File: src/rtl/jump_link_unit_pkg.sv
// Shared definitions for the jump/link unit: default widths and jump-kind decode.
package jump_link_unit_pkg;

  localparam int unsigned DefPcWidth    = 32;
  localparam int unsigned DefJumpWidth  = 26;
  localparam int unsigned DefRasDepth   = 8;
  localparam int unsigned DefLinkOffset = 4;
  localparam int unsigned StatWidth     = 16;

  typedef enum logic [1:0] {
    OpNone,
    OpJal,
    OpJ,
    OpJr
  } jump_op_e;

  // When several opcode bits are set, JAL wins over J, and J over JR.
  function automatic jump_op_e decode_op(logic jal, logic j, logic jr);
    if (jal) begin
      return OpJal;
    end else if (j) begin
      return OpJ;
    end else if (jr) begin
      return OpJr;
    end
    return OpNone;
  endfunction

endpackage

File: src/rtl/ras_stack.sv
// Return-address stack: circular array with a top pointer and saturating occupancy count.
module ras_stack #(
  parameter int unsigned RAS_DEPTH = 8,
  parameter int unsigned PC_WIDTH  = 32
) (
  input  logic                clk,
  input  logic                rst_n,
  input  logic                push,
  input  logic [PC_WIDTH-1:0] push_data,
  input  logic                pop,
  output logic [PC_WIDTH-1:0] top,
  output logic                empty
);

  localparam int unsigned PtrW = $clog2(RAS_DEPTH);
  localparam int unsigned CntW = $clog2(RAS_DEPTH + 1);

  logic [PC_WIDTH-1:0] mem_q [RAS_DEPTH];
  logic [PtrW-1:0]     tp_q, tp_d, tp_inc;
  logic [CntW-1:0]     cnt_q, cnt_d;
  logic                full;

  always_comb begin
    tp_inc = tp_q + PtrW'(1);
    full   = (cnt_q == CntW'(RAS_DEPTH));
    empty  = (cnt_q == '0);
    top    = mem_q[tp_q];
    tp_d   = tp_q;
    cnt_d  = cnt_q;
    if (push) begin
      // A push on a full stack overwrites the oldest entry; count stays saturated.
      tp_d = tp_inc;
      if (!full) begin
        cnt_d = cnt_q + CntW'(1);
      end
    end else if (pop && !empty) begin
      tp_d  = tp_q - PtrW'(1);
      cnt_d = cnt_q - CntW'(1);
    end
  end

  always_ff @(posedge clk) begin
    if (!rst_n) begin
      tp_q  <= '0;
      cnt_q <= '0;
    end else begin
      tp_q  <= tp_d;
      cnt_q <= cnt_d;
    end
  end

  always_ff @(posedge clk) begin
    if (push) begin
      mem_q[tp_inc] <= push_data;
    end
  end

endmodule

File: src/rtl/jump_link_unit.sv
// ID-stage J/JAL/JR resolution with registered redirect, link value and RAS prediction status.
// Optional JUMP_LINK_RAS_STATS_EN adds saturating RAS hit/miss counters.
module jump_link_unit
  import jump_link_unit_pkg::*;
#(
  parameter int unsigned PC_WIDTH    = DefPcWidth,
  parameter int unsigned JUMP_WIDTH  = DefJumpWidth,
  parameter int unsigned RAS_DEPTH   = DefRasDepth,
  parameter int unsigned LINK_OFFSET = DefLinkOffset
) (
  input  logic                  ju_i_clk,
  input  logic                  ju_i_rst_n,
  input  logic                  ju_i_valid,
  input  logic                  ju_i_stall,
  input  logic                  ju_i_flush,
  input  logic                  ju_i_jal,
  input  logic                  ju_i_j,
  input  logic                  ju_i_jr,
  input  logic                  ju_i_rs_is_ra,
  input  logic [PC_WIDTH-1:0]   ju_i_pc,
  input  logic [JUMP_WIDTH-1:0] ju_i_jump_addr,
  input  logic [PC_WIDTH-1:0]   ju_i_rs_data,
  output logic                  ju_o_redirect,
  output logic [PC_WIDTH-1:0]   ju_o_target,
  output logic [PC_WIDTH-1:0]   ju_o_ra,
  output logic                  ju_o_link_we,
  output logic                  ju_o_ras_hit,
  output logic                  ju_o_ras_empty
`ifdef JUMP_LINK_RAS_STATS_EN
  ,
  output logic [StatWidth-1:0]  ju_o_hit_cnt,
  output logic [StatWidth-1:0]  ju_o_miss_cnt
`endif
);

  logic                accept;
  jump_op_e            op;
  logic [PC_WIDTH-1:0] pc4, jtarget, target_d;
  logic                ras_push, ras_pop_try, ras_pop, ras_empty, hit_d, empty_d;
  logic [PC_WIDTH-1:0] ras_top;

  logic                redirect_q, link_we_q, ras_hit_q, ras_empty_q;
  logic [PC_WIDTH-1:0] target_q, ra_q;

  always_comb begin
    accept = ju_i_valid & ~ju_i_stall & ~ju_i_flush;
    op     = accept ? decode_op(ju_i_jal, ju_i_j, ju_i_jr) : OpNone;
    pc4    = ju_i_pc + PC_WIDTH'(LINK_OFFSET);
    // Region bits come from pc4; the immediate replaces the word-aligned low part.
    jtarget                 = pc4;
    jtarget[JUMP_WIDTH+1:0] = {ju_i_jump_addr, 2'b00};

    target_d = jtarget;
    unique case (op)
      OpJr:    target_d = ju_i_rs_data;
      default: target_d = jtarget;
    endcase

    ras_push    = (op == OpJal);
    ras_pop_try = (op == OpJr) & ju_i_rs_is_ra;
    ras_pop     = ras_pop_try & ~ras_empty;
    hit_d       = ras_pop & (ras_top == ju_i_rs_data);
    empty_d     = ras_pop_try & ras_empty;
  end

  ras_stack #(
    .RAS_DEPTH(RAS_DEPTH),
    .PC_WIDTH (PC_WIDTH)
  ) u_ras (
    .clk      (ju_i_clk),
    .rst_n    (ju_i_rst_n),
    .push     (ras_push),
    .push_data(pc4),
    .pop      (ras_pop),
    .top      (ras_top),
    .empty    (ras_empty)
  );

  always_ff @(posedge ju_i_clk) begin
    if (!ju_i_rst_n) begin
      redirect_q  <= 1'b0;
      link_we_q   <= 1'b0;
      ras_hit_q   <= 1'b0;
      ras_empty_q <= 1'b0;
      target_q    <= '0;
      ra_q        <= '0;
    end else begin
      redirect_q  <= (op != OpNone);
      link_we_q   <= ras_push;
      ras_hit_q   <= hit_d;
      ras_empty_q <= empty_d;
      if (op != OpNone) begin
        target_q <= target_d;
        ra_q     <= pc4;
      end
    end
  end

  assign ju_o_redirect  = redirect_q;
  assign ju_o_target    = target_q;
  assign ju_o_ra        = ra_q;
  assign ju_o_link_we   = link_we_q;
  assign ju_o_ras_hit   = ras_hit_q;
  assign ju_o_ras_empty = ras_empty_q;

`ifdef JUMP_LINK_RAS_STATS_EN
  logic [StatWidth-1:0] hit_cnt_q, miss_cnt_q;

  // Empty pops count as misses.
  always_ff @(posedge ju_i_clk) begin
    if (!ju_i_rst_n) begin
      hit_cnt_q  <= '0;
      miss_cnt_q <= '0;
    end else if (ras_pop_try) begin
      if (hit_d) begin
        if (hit_cnt_q != '1) hit_cnt_q <= hit_cnt_q + StatWidth'(1);
      end else begin
        if (miss_cnt_q != '1) miss_cnt_q <= miss_cnt_q + StatWidth'(1);
      end
    end
  end

  assign ju_o_hit_cnt  = hit_cnt_q;
  assign ju_o_miss_cnt = miss_cnt_q;
`endif

endmodule

File: config.mk
export PLATFORM = sky130hd
export DESIGN_NAME = jump_link_unit
export DESIGN_NICKNAME = d
export VERILOG_FILES = /design/src/rtl/jump_link_unit_pkg.sv /design/src/rtl/ras_stack.sv /design/src/rtl/jump_link_unit.sv
export SDC_FILE = /design/constraint.sdc
export NUM_CORES = 1
export LEC_CHECK = 0
export CAP_MARGIN = 20
export CELL_PAD_IN_SITES_DETAIL_PLACEMENT = 0
export CELL_PAD_IN_SITES_GLOBAL_PLACEMENT = 1
export CORE_MARGIN = 4
export CORE_UTILIZATION = 34
export CTS_CLUSTER_DIAMETER = 30
export DETAILED_ROUTE_END_ITERATION = 10
export MAX_ROUTING_LAYER = met4
export PLACE_DENSITY = 0.66
export SYNTH_ARGS = -nofsm -noshare
export SYNTH_HDL_FRONTEND = slang
export SYNTH_SLANG_ARGS = --single-unit
File: constraint.sdc
create_clock -name ju_i_clk -period 9.3 [get_ports ju_i_clk]
set_clock_uncertainty 0.05 [all_clocks]
set_input_delay 1.395 -clock ju_i_clk [delete_from_list [all_inputs] [get_ports ju_i_clk]]
set_output_delay 1.395 -clock ju_i_clk [all_outputs]
set_load 0.005 [all_outputs]
Word level (Yosys, flattened, before mapping)
Memories as Yosys holds them, arrays and structs flattened. A register that Yosys moved wholly into a read port is not among the register bits.
Index checks and enable logic that the tools add are counted.
{"block": "classes", "div_mod_pow": 0, "mul": 0, "n_lt_le_gt_ge": 0, "reduce_logical": 6, "eq_ne": 5, "shifts": 0, "n_addsub": 5, "bitwise": 9, "n_mux": 18}
{"op": "$add A32 B3 Y32 const B", "n": 1}
{"op": "$eq A32 B32 Y1", "n": 1}
{"op": "$mux W32", "n": 1}
{"op": "$mux W3", "n": 4}
{"op": "$mux W4", "n": 3}
{"op": "$mux W2", "n": 5}
{"op": "$and A1 B1 Y1", "n": 6}
{"op": "$mux W1", "n": 5}
{"op": "$add A4 B1 Y4 const B", "n": 1}
{"op": "$eq A4 B4 Y1 const B", "n": 1}
{"op": "$logic_not A4 Y1", "n": 1}
{"op": "$reduce_bool A2 Y1", "n": 2}
{"op": "$sub A4 B1 Y4 const B", "n": 1}
{"op": "$add A3 B1 Y3 const B", "n": 1}
{"op": "$not A1 Y1", "n": 3}
{"op": "$sub A3 B1 Y3 const B", "n": 1}
{"op": "$eq A2 B1 Y1 const B", "n": 1}
{"op": "$eq A2 B2 Y1 const B", "n": 1}
{"op": "$ne A2 B2 Y1 const B", "n": 1}
{"op": "$reduce_and A2 Y1", "n": 1}
{"op": "$logic_and A1 B1 Y1", "n": 1}
{"op": "$logic_not A1 Y1", "n": 1}
{"block": "totals", "input_bits": 99, "latchBits": 0, "rom_bits": 0, "memories": 1, "mem_bits_rw": 256, "out_inout_bits": 68, "word_cells": 52, "register_bits": 75}
{"memory": "u_ras.mem_q", "words": 8, "word_bits": 32, "read_ports": 1, "rd_clocked_by_memory_dff": 1, "write_ports": 1, "line_no": "ras_stack.sv:18", "rtl": "logic [PC_WIDTH-1:0] mem_q [RAS_DEPTH];"}

Depth between registers and ports, before layout
Gate-level depths: netlist (run 1).
{"block": "logic_depth", "word_depth": 13, "depth_mapped": 10, "depth_no_buf": 10}

Hierarchy
From an unflattened synthesis (run 1), not the netlist that was laid out.
{"block": "unflattened", "hier_cells": 900, "hier_area_um2": 14249.9}
{"mod": "ras_stack", "area_each_um2": 10366.2, "cells_each": 437, "n_inst": 1}
{"mod": "jump_link_unit", "area_each_um2": 3883.7, "cells_each": 463, "n_inst": 1}

Least setup slack after synthesis (run 1)
Ideal clock, no wire load.
{"block": "synth_timing", "kind": "input -> register", "startpoint": "input port ju_i_stall", "endpoint": "memory u_ras.mem_q[1][0] (enable)", "t_required_ns": 8.789, "cell_stages": 4, "arrival_ns": 4.232, "setup_slack_ns": 4.557, "setup_ns": 0.461, "cell_sequence": "nor3b_2 -> and2_1 -> nand2_1 -> nor3_1"}
{"block": "synth_between", "elab_chain_len": 7}
{"item": "start, declared", "line_no": "jump_link_unit.sv:14", "rtl": "input logic ju_i_stall,"}
{"item": "$not A1 Y1", "line_no": "jump_link_unit.sv:46", "rtl": "accept = ju_i_valid & ~ju_i_stall & ~ju_i_flush;"}
{"item": "$and A1 B1 Y1 (2 in a row)", "line_no": "jump_link_unit.sv:46"}
{"item": "$mux W2", "line_no": "jump_link_unit.sv:47", "rtl": "op = accept ? decode_op(ju_i_jal, ju_i_j, ju_i_jr) : OpNone;"}
{"item": "$eq A2 B1 Y1", "line_no": "jump_link_unit.sv:59", "rtl": "ras_push = (op == OpJal);"}
{"item": "$mux W1", "line_no": "ras_stack.sv:53", "rtl": "if (push) begin"}
{"item": "$mux W1 (implied by the code)", "line_no": "ras_stack.sv:54", "rtl": "mem_q[tp_inc] <= push_data;"}
{"item": "end, declared", "line_no": "ras_stack.sv:18"}
Every way passes these cells.

Worst setup path after layout (run 1)
{"block": "layout_timing", "startpoint": "input port ju_i_pc[8]", "endpoint": "memory u_ras.mem_q[5][29] (data pin)"}
{"block": "layout_between", "elab_chain_len": 1}
{"item": "start, declared", "line_no": "jump_link_unit.sv:20", "rtl": "input logic [PC_WIDTH-1:0] ju_i_pc,"}
{"item": "$add A32 B3 Y32", "line_no": "jump_link_unit.sv:48", "rtl": "pc4 = ju_i_pc + PC_WIDTH'(LINK_OFFSET);"}
{"item": "via pc4[29]", "line_no": "jump_link_unit.sv:38", "rtl": "logic [PC_WIDTH-1:0] pc4, jtarget, target_d;"}
The timed path passes the listed nets, and every way through them passes these cells.

==> results of run 1 <==
[cell usage in the layout (no fill, tap or decap), types with 26 or more instances in the layout]
cell type	instances
sky130_fd_sc_hd__mux2i_1	99
sky130_fd_sc_hd__clkbuf_16	78
sky130_fd_sc_hd__dfxtp_1	76
sky130_fd_sc_hd__clkdlybuf4s50_1	166
sky130_fd_sc_hd__edfxtp_1	256
sky130_fd_sc_hd__o22ai_1	46
sky130_fd_sc_hd__a311oi_1	26
sky130_fd_sc_hd__xnor2_1	43
sky130_fd_sc_hd__nor2_1	111
sky130_fd_sc_hd__nand2_1	76
[cell type report]
class,instances,area (um^2),share of cell area (%)
inverter,10,37.54,0.2039
multi-input combinational,576,4109,22.32
timing repair buffer,185,1804,9.800
tap,518,648.1,3.520
clock buffer,96,2039,11.08
sequential,334,9256,50.28
clock inverter,45,516.7,2.807
[power by group through the flow]
stage / Combinational [mW] / Sequential [mW] / Clock, mW
after floorplan: 0.0803 / 1.66 / 0
after global placement: 0.201 / 1.67 / 0
after detailed placement: 0.203 / 1.67 / 0
after CTS: 0.204 / 1.64 / 2.67
after global routing: 0.217 / 1.64 / 2.77
final: 0.202 / 1.64 / 2.63
[worst max-delay path, cell delays in order]
cell and delay (ns):
sky130_fd_sc_hd__clkdlybuf4s50_1 0.58, sky130_fd_sc_hd__and3_1 0.25, sky130_fd_sc_hd__nand4_1 0.33, sky130_fd_sc_hd__nor3_2 0.54
sky130_fd_sc_hd__nand3_1 0.16, sky130_fd_sc_hd__xor2_1 0.50, sky130_fd_sc_hd__inv_1 0.26
[routing by layer]
metal / up-vias / track usage (%)
li1: 4101 / -
met1: 4359 / 24.00
met2: 328 / 29.93
met3: 84 / 4.247
met4: 0 / 6.002
met5: - / -
[per-stage QoR]
stage,cell area [um^2],util [%]
finish,18410,47.09
global route,18410,47.09
CTS,18410,47.09
detailed placement,15860,40.55
global placement,15860,40.55
floorplan,13580,-
[sequential cells by signal, indices dropped and copies added (netlist names), 3 cells and up, named ones only]
register and flops:
u_ras.tp_q 3, u_ras.mem_q 256, ju_o_target 32, ju_o_ra 32, u_ras.cnt_q 4
[cells by family (layout without fill, tap and decap cells)]
group	count (synthesis)	in the layout
DFF	334	334
adders and majority gates	6	6
and+or+nand+nor	268	268
muxes	120	120
buffers and inverters	62	336
xor gates and xnor gates	67	67
AOI/OAI and AO/OA	115	115
[worst max path at each step]
stage,startpoint,slack [ns],to,cells past startpoint
2_1_floorplan,ju_i_stall,4.56,u_ras.mem_q[1][0],4
3_3_place_gp,ju_i_valid,4.90,ju_o_ras_hit,9
3_5_place_dp,ju_i_valid,4.91,ju_o_ras_hit,9
4_1_cts,ju_i_valid,5.51,ju_o_ras_hit,9
5_1_grt,ju_i_pc[8],5.37,u_ras.mem_q[3][29],7
6_report,ju_i_pc[8],5.47,u_ras.mem_q[5][29],7
==> results.txt, run 1 <==
* Run status: finished clean
- For this design the total switching power over the nets is slightly above 0.9 mW.
- Combinational family with the most area after synthesis: multiplexers
* Critical path required time: 9.49 ns
* Pre-CTS setup slack: 4.914 ns
* Final std cells w/o fill: around 1,800
* Pins over their slew limit: 0
* Detailed route wirelength on metal3: 2556 um
- Synthesis handed over a netlist of ~1,000 instances.
- Sequential cells account for a little under two fifths of the total power.
- Die Width: about 210 um
- Sequential cells were found to cover just under 70% of the synthesized design area.
* Async S/R FF share, synth: 0%
- Total instance count after detailed placement: 1,623
- The worst path uses between 40 and 50% of the clock period.
- In this run, synthesis produced a sequential element count of roughly 330.
* Path depth of the worst reg2reg path: 9
- Share of layout cells above drive strength 1: between 10% and 20%
- Fraction of power spent switching nets: between 20% and 30%
- Counting instances, the worst hold path has a depth of 2.
* Share of power burned in combinational logic: approximately 4.5%
* Clk Latency, worst-skew pair: between 0.5 and 0.6 ns
- In the final design database the tool counted 1,288 nets.
* Overall via count from detail_route: approximately 9,000
- Fraction of synthesized area in multiplexers: approximately a tenth
* Num CTS Buffers: 76
- GR Util All Layers: roughly a fifth
* Maximum number of pins on one net before global-route repair: 91
- Max IR drop VDD: ~0.13 mV
- The hold violation count in the final report came to 0.
* Top cells by count, synth: 256 x sky130_fd_sc_hd__edfxtp_1, 115 x sky130_fd_sc_hd__nor2_1, 99 x sky130_fd_sc_hd__mux2i_1
- Slew Limit Headroom: about 25%
- Clock tree synthesis found a total of ~330 sinks.
- For the final routed database, the setup TNS stands at 0 ns.
- DRC viols: 0
- Post-CTS Hold Buffers: 0
* Arrival time of the worst setup path: 4.02 ns
- Nature of the critical path startpoint: input pin
- Tightest Pin Transition: 1.113 ns
* Critical path fanouts, max: 8
* N_diodes: 0
- In this run the vertical extent of the chip is ~210 um.
* Xor-xnor portion of the synthesized cell area: roughly 4.3%
- Commonest register cell after synthesis: sky130_fd_sc_hd__edfxtp_1
* Weighted congestion reported at the end of routability-driven placement: 0.7972
- Met2 routed wirelength: between 15,000 and 20,000 um
- The longest clock path from root to sink contains 3 buffers.
- Ratio of routed vias to standard cells: a little over 5
- The routed design could run at a clock period as short as roughly 3.8 ns.
* Uppermost metal layer occupied by signal nets: met4
- The synthesized design spends more area on one cell type than any other, namely sky130_fd_sc_hd__edfxtp_1.
- The worst setup path is of the in -> reg kind.
- 167 I/O pins were placed.
* Synthesized Nets: 1,077
* Syn Area/Cell: between 10 and 15 um^2
- Detailed-routing wirelength on met1: between 15,000 and 20,000 um
* Worst R2R End: ju_o_ras_hit
- Once the clock tree was built, the setup fixing pass inserted 0 buffers.
- Area of the die: around 43,000 um^2
* RSZ-0062 raised after global routing: no
* Total congestion overflow after global routing: 0
- Top cells by area in the synthesized netlist: sky130_fd_sc_hd__edfxtp_1 57%, sky130_fd_sc_hd__dfxtp_1 11%, sky130_fd_sc_hd__mux2i_1 7.3%, sky130_fd_sc_hd__nor2_1 3.2%, sky130_fd_sc_hd__mux4_2 3.2%
* Most frequently used cell type in the post-synthesis netlist: sky130_fd_sc_hd__edfxtp_1
* Number of flops mapped to enable cells by yosys: 256
* Wire length of the first global-routing pass: slightly below 60,000 um
- During synthesis, Yosys emitted a total of 0 warnings.
- Area fraction in compound gates after synthesis: approximately 5.7%
- Count of maximum capacitance violations: 0
- Path type of the worst min-delay path: reg -> reg
- Once detail routing completed, the nets flagged for antenna violations numbered 0.
* Power after layout: approximately 4.5 mW
- Via count of the first global-routing pass: just over 9,000
- Across all register-to-register paths, the minimum setup slack is approximately 5.9 ns.
- For this design the ratio of total power to cell area is approximately 240 nW/um^2.
- Dividing the detail-routed wire length by the instance count gives 22.90 um.
* P_int: 3.545 mW
- In this run, post-CTS repair resized a total of 0 instances.
* Starting DRT DRC Count: between 700 and 800
- Port buffer count: ~170
- The worst setup path is captured at a flop.
* Number of iterations in the first detailed-routing pass: 5
* TritonCTS clock tree: done
- After filler insertion, the fill cell instance count of the layout stands at between 3,000 and 4,000.
- Derived from the worst setup path, the maximum achievable clock frequency is 260.9 MHz.
- In this run the static leakage power is ~6.1 nW.
- After Yosys synthesis, and, or, nand and nor cells account for roughly 8.6% of the synthesized area.
- The share of total power dissipated in the clock network is between 50% and 60%.
* Crit path setup slack, layout: 5.467 ns
* Root buffer cell: sky130_fd_sc_hd__clkbuf_16
- The final layout contains routed wiring with a total length of a little over 40,000 um.
* Netlist cell types: 46
- Number of antenna violations at the first check in global routing: 0
- Worst-case hold path end point: ju_o_ra[3]
* Number of standard-cell rows in the floorplan: 72
- Min-delay src: ju_o_ra[3]
- After legalization and detailed placement, the total HPWL measured 24,760 um.
- The top cell type by area accounts for between 50 and 60% of the synthesized area.
- The mapped netlist covers 13,580 um^2.
- After floorplanning, the core was sized to cover between 30,000 and 40,000 um^2.
- Clock-pin slew was measured on the worst setup and hold paths at 0.04 ns.
* Starting utilization of the core area: between 30% and 40%
* Final number of setup-violating endpoints: 0
- Across all hold checks on the routed design, the worst slack comes to ~0.40 ns.
- The clock tree synthesis step divided the H-tree into 3 levels.
- Compared with the post-synthesis result, the final layout area differs by 35.58%.
- The synthesized netlist devotes 0.6081% of its cell area to adder and majority cells.
Note: power is estimated with default switching activity, not from simulation.
==> run 2: changes to the inputs <==
--- a/config.mk
+++ b/config.mk
@@ -13,7 +13,7 @@
 export CTS_CLUSTER_DIAMETER = 30
 export DETAILED_ROUTE_END_ITERATION = 10
 export MAX_ROUTING_LAYER = met4
-export PLACE_DENSITY = 0.66
+export PLACE_DENSITY = 0.68
 export SYNTH_ARGS = -nofsm -noshare
 export SYNTH_HDL_FRONTEND = slang
 export SYNTH_SLANG_ARGS = --single-unit
==> constraint.sdc (replaced) <==
create_clock -name ju_i_clk -period 3.5 [get_ports ju_i_clk]
set_clock_uncertainty 0.05 [all_clocks]
set_input_delay 0.525 -clock ju_i_clk [delete_from_list [all_inputs] [get_ports ju_i_clk]]
set_output_delay 0.525 -clock ju_i_clk [all_outputs]
set_load 0.005 [all_outputs]
==> results.txt, run 2 (same netlist as run 1, synthesis figures left out) <==
- Post-CTS Hold Buffers: 0
* Area growth from synthesis to final layout: 37.33%
* Top Ports: 167
* Slew Limit Headroom: roughly 41%
* Arrival time of the worst setup path: 3.04 ns
* Most common cell after layout, fill and taps aside: sky130_fd_sc_hd__edfxtp_1
- TritonCTS clock tree: done
* Number of iterations in the first detailed-routing pass: 4
- The via count of the first global-routing pass was 9,334.
- Num CTS Buffers: 68
- Path type of the worst min-delay path: reg -> reg
- IR analysis of the VDD net gives a maximum drop of around 0.28 mV.
- For this run, the number of standard cells in the final layout without fillers is between 1,500 and 2,000.
* Top achievable clock speed: between 300 and 400 MHz
- In this run the clock root is driven by a sky130_fd_sc_hd__clkbuf_16.
- Setup violations remaining at the end of the flow were counted as 0.
- Top reg by flops: u_ras.mem_q
- Commonest cells after routing, fill and taps aside: 256 x sky130_fd_sc_hd__edfxtp_1, 166 x sky130_fd_sc_hd__clkdlybuf4s50_1, 111 x sky130_fd_sc_hd__nor2_1
* Total instance count after detailed placement: between 1,500 and 2,000
* Number of setup buffers added after CTS: 0
* Worst R2R End: ju_o_ras_hit
* Count of maximum capacitance violations: 0
- RSZ-0062 raised after global routing: no
- Run status: finished clean
* Number of standard-cell rows in the floorplan: slightly above 70
- Critical path fanouts, max: 9
- Mean routed wirelength per cell: 22.52 um
* Standby leakage power: roughly 6.2 nW
* Critical path capture point: u_ras.mem_q[2][24]
- After legalization and detailed placement, the total HPWL measured between 20,000 and 30,000 um.
- Path depth of the worst reg2reg path: 7
* Die Width: approximately 210 um
- Routed WL: just over 40,000 um
* Number of antenna violations at the first check in global routing: 1
* Post-CTS clock slew at the launch and capture registers of the worst setup and hold paths: approximately 0.040 ns
* Total congestion overflow after global routing: 0
- Critical path startpoint: ju_i_pc[8]
- The register with the most flip-flops in the layout has ~260 of them.
- Port buffer count: approximately 170
- The tightest hold path in the finished design has a slack of just over 0.4 ns.
* Final Hold Vio Count: 0
* Worst Path Class, Setup: in -> reg
* Sort of element at the end of the critical path: flop
* CTS-repair resized insts: 0
- After layout, the minimum clock period comes to about 2.8 ns.
- For this run, design rule violations remaining after detail routing come to 0.
* Clock sink total: between 300 and 400
- R2R Setup Slk: between 0.8 and 0.9 ns
- The die is 207.8 um tall.
- Wire length of the first global-routing pass: 59,460 um
* Clk Latency, worst-skew pair: 0.55 ns
- Global routing used 18.79% of the available tracks across all layers.
- Maximum buffer depth of the clock tree: 3
- The routed layout has approximately 9,000 vias.
- Remaining number of nets flagged by the antenna check after routing: 0
* Sum Neg Setup Slack: 0 ns
- For the worst setup path, the data required time is 3.72 ns.
* Tightest Pin Transition: 0.8785 ns
* Ratio of routed vias to standard cells: around 5.1
* Starting DRT DRC Count: 746
- Weighted congestion reported at the end of routability-driven placement: a little under 0.8
* Nature of the critical path startpoint: input pin
- Number of nets in the finished design: around 1,300
- For this design the ratio of total power to cell area is a little over 600 nW/um^2.
* Pins over their slew limit: 0
- In this run the number of H-tree levels came out at 3.
- The initial utilization of the core area, before any placement, comes to 34.73%.
- In this run the standard cell core region covers approximately 39,000 um^2.
- Maximum number of pins on one net before global-route repair: 39
- Final core utilization: 47.70%
- Area of the die: between 40,000 and 50,000 um^2
- Share of layout cells above drive strength 1: around 16%
* Portion of the clock cycle consumed by the worst path in the final layout: 80.47%
run 2: changes by cell type in the layout (fill, tap and decap cells not counted), moves of 3 or more:
cell                        delta
sky130_fd_sc_hd__bufinv_16     -3
sky130_fd_sc_hd__buf_4        +31
sky130_fd_sc_hd__clkbuf_1      -9
sky130_fd_sc_hd__inv_6         +3
sky130_fd_sc_hd__clkinv_1      -3
sky130_fd_sc_hd__clkbuf_16     -6
sky130_fd_sc_hd__clkinv_2      -5
sky130_fd_sc_hd__buf_12       +11
run 2: per-stage QoR:
stage / total power [mW] / worst slack (ns) / area [um^2]
2_1_floorplan: 4.637 / -0.3730 / 13590
3_3_place_gp: 4.988 / 0.1744 / 16320
3_5_place_dp: 4.992 / 0.1373 / 16320
4_1_cts: 11.43 / 0.7022 / 18650
5_1_grt: 11.70 / 0.3798 / 18650
6_report: 11.32 / 0.6835 / 18650
run 2: power breakdown:
group / switching, mW / total, mW / internal, mW
Clock: 2.07 / 6.41 / 4.33
Combinational: 0.288 / 0.564 / 0.275
Sequential: 0.0279 / 4.35 / 4.33
run 2: final cells by class:
| type | count | area [um^2] |
|---|---|---|
| Tap cell | 518 | 648.1 |
| Clock buffer | 82 | 1869 |
| Fill cell | 3441 | 20450 |
| Timing Repair Buffer | 227 | 2257 |
| Inverter | 10 | 37.54 |
| Multi-Input combinational cell | 576 | 4119 |
| Sequential cell | 334 | 9256 |
| Antenna cell | 1 | 2.502 |
| Clock inverter | 41 | 457.9 |
run 2: routing by layer:
layer / part of all wire (%) / up-vias / track usage (%)
met3: 6.4 / 64 / 3.808
met2: 49 / 329 / 30.50
li1: - / 4166 / -
met1: 42 / 4499 / 23.98
met5: 0 / - / -
met4: 2.3 / 0 / 5.753
run 2: worst min path at each step:
stage          startpoint    endpoint  cells after the start
2_1_floorplan  ju_o_ra[0]  ju_o_ra[0]                      2
3_3_place_gp   ju_o_ra[1]  ju_o_ra[1]                      2
3_5_place_dp   ju_o_ra[0]  ju_o_ra[0]                      2
4_1_cts        ju_o_ra[0]  ju_o_ra[0]                      2
5_1_grt        ju_o_ra[1]  ju_o_ra[1]                      2
6_report       ju_o_ra[1]  ju_o_ra[1]                      2
run 2: critical path: stages:
cell,delay [ns]
sky130_fd_sc_hd__clkdlybuf4s50_1,0.54
sky130_fd_sc_hd__and3_1,0.24
sky130_fd_sc_hd__nand4_1,0.30
sky130_fd_sc_hd__nor3_1,0.72
sky130_fd_sc_hd__nand3_1,0.19
sky130_fd_sc_hd__xnor2_1,0.53
